$ cat config.mk
export PLATFORM = sky130hd
export DESIGN_NAME = ux607_icache_ram_ctrl
export DESIGN_NICKNAME = d
export VERILOG_FILES = /design/src/rtl/ux607_icache_ram_ctrl.sv
export SDC_FILE = /design/constraint.sdc
export NUM_CORES = 1
export LEC_CHECK = 0
export BUFFER_PORTS_ARGS = -buffer_cell sky130_fd_sc_hd__buf_4
export CORE_AREA = 2 2 66 68
export CTS_CLUSTER_DIAMETER = 40
export DETAILED_ROUTE_END_ITERATION = 8
export DIE_AREA = 0 0 68 70
export HOLD_SLACK_MARGIN = 0.08
export PLACE_DENSITY_LB_ADDON = 0.05
export SLEW_MARGIN = 20
export SYNTH_ARGS = -nofsm -noshare
export SYNTH_HDL_FRONTEND = slang
export SYNTH_SLANG_ARGS = --single-unit
export TNS_END_PERCENT = 1
$ cat constraint.sdc
create_clock -name clk -period 2.1 [get_ports clk]
set_clock_uncertainty 0.05 [all_clocks]
set_input_delay 0.21 -clock clk [delete_from_list [all_inputs] [get_ports clk]]
set_output_delay 0.21 -clock clk [all_outputs]
set_load 0.05 [all_outputs]
$ cat src/rtl/ux607_icache_ram_ctrl.sv
// ux607_icache_ram_ctrl: sequencer/arbiter in front of one icache RAM array.
// After reset (and on flush_req) it sweeps every entry to zero, then shares
// the single RAM port between fetch reads and refill writes. Refill has
// priority, bounded by STARVE_MAX consecutive refill wins while a fetch waits.
// Optional light-sleep support is enabled with `define UX607_ICACHE_RAM_LS_EN.
module ux607_icache_ram_ctrl #(
  parameter int AW         = 5,
  parameter int DW         = 32,
  parameter int MW         = 4,
  parameter int DP         = 32,
  parameter int STARVE_MAX = 4
) (
  input  logic          clk,
  input  logic          rst_n,
  input  logic          flush_req,
  output logic          flush_busy,
  output logic          init_done,
  input  logic          fch_req,
  input  logic [AW-1:0] fch_addr,
  output logic          fch_gnt,
  output logic          fch_rvalid,
  output logic [DW-1:0] fch_rdata,
  input  logic          rfl_req,
  input  logic [AW-1:0] rfl_addr,
  input  logic [MW-1:0] rfl_wem,
  input  logic [DW-1:0] rfl_din,
  output logic          rfl_gnt,
  output logic          ram_cs,
  output logic [AW-1:0] ram_addr,
  output logic [MW-1:0] ram_wem,
  output logic [DW-1:0] ram_din,
  input  logic [DW-1:0] ram_dout,
  output logic          ram_ls
);

  localparam int SW = $clog2(STARVE_MAX + 1);

  typedef enum logic {SWEEP, IDLE} state_t;

  state_t        state;
  logic [AW:0]   cnt;      // one spare bit so DP-1 is never confused with a wrap
  logic [SW-1:0] starve;
  logic          rfl_win;
  logic          in_idle;

  assign in_idle = (state == IDLE);

  // Refill normally wins; a fetch that has waited STARVE_MAX refill grants wins once.
  assign rfl_win = rfl_req && !(fch_req && (starve == SW'(STARVE_MAX)));
  assign rfl_gnt = in_idle && rfl_win;
  assign fch_gnt = in_idle && fch_req && !rfl_win;

  // Read data comes straight from the RAM; it is meaningful only with fch_rvalid.
  assign fch_rdata = ram_dout;

  // Drive the RAM port from the sweep or from whichever requester was granted.
  always_comb begin
    ram_cs   = 1'b0;
    ram_addr = '0;
    ram_wem  = '0;
    ram_din  = '0;
    if (state == SWEEP) begin
      ram_cs   = 1'b1;
      ram_addr = cnt[AW-1:0];
      ram_wem  = '1;
      ram_din  = '0;
    end else if (rfl_gnt) begin
      ram_cs   = 1'b1;
      ram_addr = rfl_addr;
      ram_wem  = rfl_wem;
      ram_din  = rfl_din;
    end else if (fch_gnt) begin
      ram_cs   = 1'b1;
      ram_addr = fch_addr;
    end
  end

  // Sweep/idle sequencer; a flush only restarts the sweep from IDLE.
  always_ff @(posedge clk or negedge rst_n) begin
    if (!rst_n) begin
      state      <= SWEEP;
      cnt        <= '0;
      flush_busy <= 1'b1;
      init_done  <= 1'b0;
    end else begin
      case (state)
        SWEEP: begin
          if (cnt == (AW+1)'(DP - 1)) begin
            state      <= IDLE;
            cnt        <= '0;
            flush_busy <= 1'b0;
            init_done  <= 1'b1;
          end else begin
            cnt <= cnt + 1'b1;
          end
        end
        default: begin
          if (flush_req) begin
            state      <= SWEEP;
            cnt        <= '0;
            flush_busy <= 1'b1;
          end
        end
      endcase
    end
  end

  // Read data is valid exactly one cycle after a fetch grant, whatever the state.
  always_ff @(posedge clk or negedge rst_n) begin
    if (!rst_n) begin
      fch_rvalid <= 1'b0;
    end else begin
      fch_rvalid <= fch_gnt;
    end
  end

  // Count refill wins against a waiting fetch; saturate so the fetch keeps its turn.
  always_ff @(posedge clk or negedge rst_n) begin
    if (!rst_n) begin
      starve <= '0;
    end else if (!fch_req || fch_gnt) begin
      starve <= '0;
    end else if (rfl_gnt && (starve != SW'(STARVE_MAX))) begin
      starve <= starve + 1'b1;
    end
  end

`ifdef UX607_ICACHE_RAM_LS_EN
  logic [3:0] idle_cnt;
  logic       any_req;

  assign any_req = fch_req || rfl_req || flush_req;
  // Any request wakes the RAM in the same cycle so the access is not delayed.
  assign ram_ls  = in_idle && (idle_cnt == 4'd15) && !any_req;

  // Count quiet IDLE cycles (no request means no chip select), saturating at 15.
  always_ff @(posedge clk or negedge rst_n) begin
    if (!rst_n) begin
      idle_cnt <= '0;
    end else if (!in_idle || any_req) begin
      idle_cnt <= '0;
    end else if (idle_cnt != 4'd15) begin
      idle_cnt <= idle_cnt + 1'b1;
    end
  end
`else
  assign ram_ls = 1'b0;
`endif

endmodule

==> summary.txt <==
Hold depth -> 2
Routed vias/inst -> 4.79
Total I/O pin count -> 163
CP Data Arrival Time -> 1780 ps
Final Power -> 1.67 mW
Switching share of power -> 0.479
RSZ-0062 raised after global routing -> no
Mux cell area share after synthesis -> 0.00771
Clock power share -> 0.134
WP data required -> 1840 ps
Synthesized flop and latch total -> 13
Post-Synth XOR/XNOR Area -> 0.0135
Crit. End Element -> output port
Via count -> 1347
Largest net degree at the start of global routing -> 20
Switching pwr -> 0.799 mW
IO buf count -> 97
Die X -> 68 µm
DRC Markers -> 0
Antenna violations before repair -> 0
Layout cell share with drive strength beyond 1 -> 0.511
Max_cap viols -> 0
Critical Path, Cell by Cell -> inv_1 > ha_4 > nand3_4 > and3_4 > a221o_1 > buf_4
WS Path Type -> flip-flop to output port
RR Startpoint -> cnt[0]
Sequential share of power -> 0.257
Area grow syn2layout -> 51.5%
Synth Area in Compound Gates -> 0.127
Final wirelength -> 4490 µm
DR WL/cell -> 16.0 µm
Commonest non-fill, non-tap cell in the layout -> buf_4
Critical-path cell with the highest stage delay -> dfrtp_1
Netlist cell types -> 38
Die Height -> 70 µm
Syn Nets -> 244
Worst Hold Class -> primary input to flip-flop
CP Depth -> 6
Pre-antenna DRT Iters -> 4
Post-synth ARST share -> 1.00
P_leak -> 1.02 nW
PwrDens -> 848 nW/µm²
Post-synth EDFFs -> 0
Total CTS buffers -> 3
Ranking of synthesized cells by area -> dfrtp_1, buf_4, and2_1, nand2_1, and4b_1
Delay-heaviest family, CP -> flip-flops
Maximum clock frequency -> 0.490 GHz
Dpl hpwl -> 3480 µm
Outcome -> finished clean
Depth of the worst register-to-register path -> 4
Fin nets -> 316
Clk slew on worst S/H paths -> 60 ps
Final setup violation count -> 0
N_diodes -> 0
Congestion Overflow GR -> 0
Period Utilization, post-route -> 0.972
CTS Sinks -> 13
HP Start -> flush_req
Register area share after synthesis -> 0.251
CTS Buffer Depth -> 2
Die footprint -> 4760 µm²
Largest family of logic cells by synthesized area -> simple AND/OR/NAND/NOR gates
Synth top area share -> 0.231
Worst Path Buf+Inv -> 2
Mapped cell area -> 1300 µm²
Reg-to-reg endpoint -> cnt[3]
Yosys Warn Count -> 0
Critical path launch point type -> flip-flop
Worst-Skew Late Latency -> 240 ps
Syn Inst Count -> 158
Most frequent cells in the layout -> buf_4, and2_1, nand2_1
Slew Limit Fails -> 0
Simple-Gate Fraction of Synth Area -> 0.329
Post-Synth Adder-Cell Area -> 0.0289
CTS tree -> built
Root buf cell -> clkbuf_8
Gr usage total -> 0.176
Vias in the first global route -> 1299
R2r setup slk -> 550 ps
First-pass GRT wire length -> 6490 µm
Starting Density -> 0.313
DR iter-0 viols -> 31
Post-route minimum period -> 2040 ps
Leading area contributor after synthesis -> dfrtp_1
VDD IR-drop max -> 879 µV
Synth Flop Type -> dfrtp_1
Final hold vios -> 0
CP max FO -> 8
Core Area -> 4140 µm²
Worst Hold End -> cnt[4]
Std cell rows -> 24
GPL Wtd Cong -> 0.755
Fin Hold WS -> 155 ps
Post-route antenna net violation count -> 0
Final TNS setup -> 0 ps
Clock H-tree levels -> 1
Combinational share of power -> 0.609
Synth Area per Inst -> 8.22 µm²
Internal -> 0.870 mW
Biggest cell delay along the critical path -> 390 ps
[registers in the layout (all words and copies together) (netlist names)]
signal / count
in_idle: 1
fch_rvalid: 1
cnt: 6
flush_busy: 1
init_done: 1
starve: 3
[timing repair]
| action | 4_1_cts | 5_1_grt |
|---|---|---|
| setup endpoints to repair | 5 | 36 |
| gates cloned | 1 | 1 |
| pin swaps | 2 | 1 |
| hold buffers | 1 | 0 |
| endpoints found under the hold margin | 13 | 0 |
| gates resized for setup | 2 | 4 |
| setup buffers | 4 | 3 |
[cells by family (layout without fill, tap and decap cells)]
| group | count (synthesis) | count (layout) |
|---|---|---|
| compound gates | 22 | 22 |
| xor+xnor | 2 | 2 |
| fa+ha+maj | 3 | 3 |
| buf+inv | 46 | 115 |
| flops | 13 | 13 |
| mux | 1 | 1 |
| other cells | 1 | 1 |
| simple gates | 70 | 72 |
[synth_stat cells (3+ instances only)]
| library cell | instances |
|---|---|
| a221o_1 | 4 |
| and2_1 | 32 |
| and4b_1 | 5 |
| buf_2 | 6 |
| buf_4 | 33 |
| dfrtp_1 | 12 |
| ha_1 | 3 |
| inv_1 | 3 |
| nand2_1 | 14 |
| nand3_1 | 7 |
[metal layers]
| layer | share of wire | GRT usage | up-vias |
|---|---|---|---|
| met5 | 0 | 0 | - |
| met4 | 0.017 | 0.0444 | 0 |
| met3 | 0.096 | 0.0451 | 13 |
| met2 | 0.52 | 0.312 | 70 |
| met1 | 0.37 | 0.203 | 620 |
| li1 | - | - | 644 |
[worst max path at each step]
| stage | start | slack (ps) | end |
|---|---|---|---|
| final | starve[0] | 60 | ram_addr[2] |
| after global routing | starve[1] | 6 | ram_addr[2] |
| after CTS | starve[1] | 10 | ram_addr[2] |
| after detailed placement | starve[0] | 180 | ram_addr[2] |
| after global placement | starve[0] | 240 | ram_addr[0] |
| after floorplan | starve[0] | 120 | ram_din[22] |
[power groups by stage]
stage	clock [mW]	combinational, mW	sequential (mW)
after CTS	0.233	1.02	0.430
after global placement	0	0.986	0.435
after floorplan	0	0.801	0.481
final	0.223	1.02	0.429
after detailed placement	0	0.997	0.437
after global routing	0.244	1.08	0.444
[stage by stage]
stage | cells | setup slack [ps] | cell area [µm²] | util
after global routing | 281 | 6.19 | 1970 | 0.475
after global placement | 267 | 238 | 1810 | 0.437
after detailed placement | 267 | 183 | 1810 | 0.437
final | 281 | 58.2 | 1970 | 0.475
after floorplan | 158 | 122 | 1300 | -
after CTS | 277 | 15.0 | 1910 | 0.462
[layout make-up]
cell class                 count  area [µm²]
tap                           52        65.1
clock buffer                   4        45.0
multi-input combinational    101         711
timing repair buffer         107         806
fill                         418        2180
sequential                    13         327
inverter                       4        15.0
(Power assumes the default switching activity.)
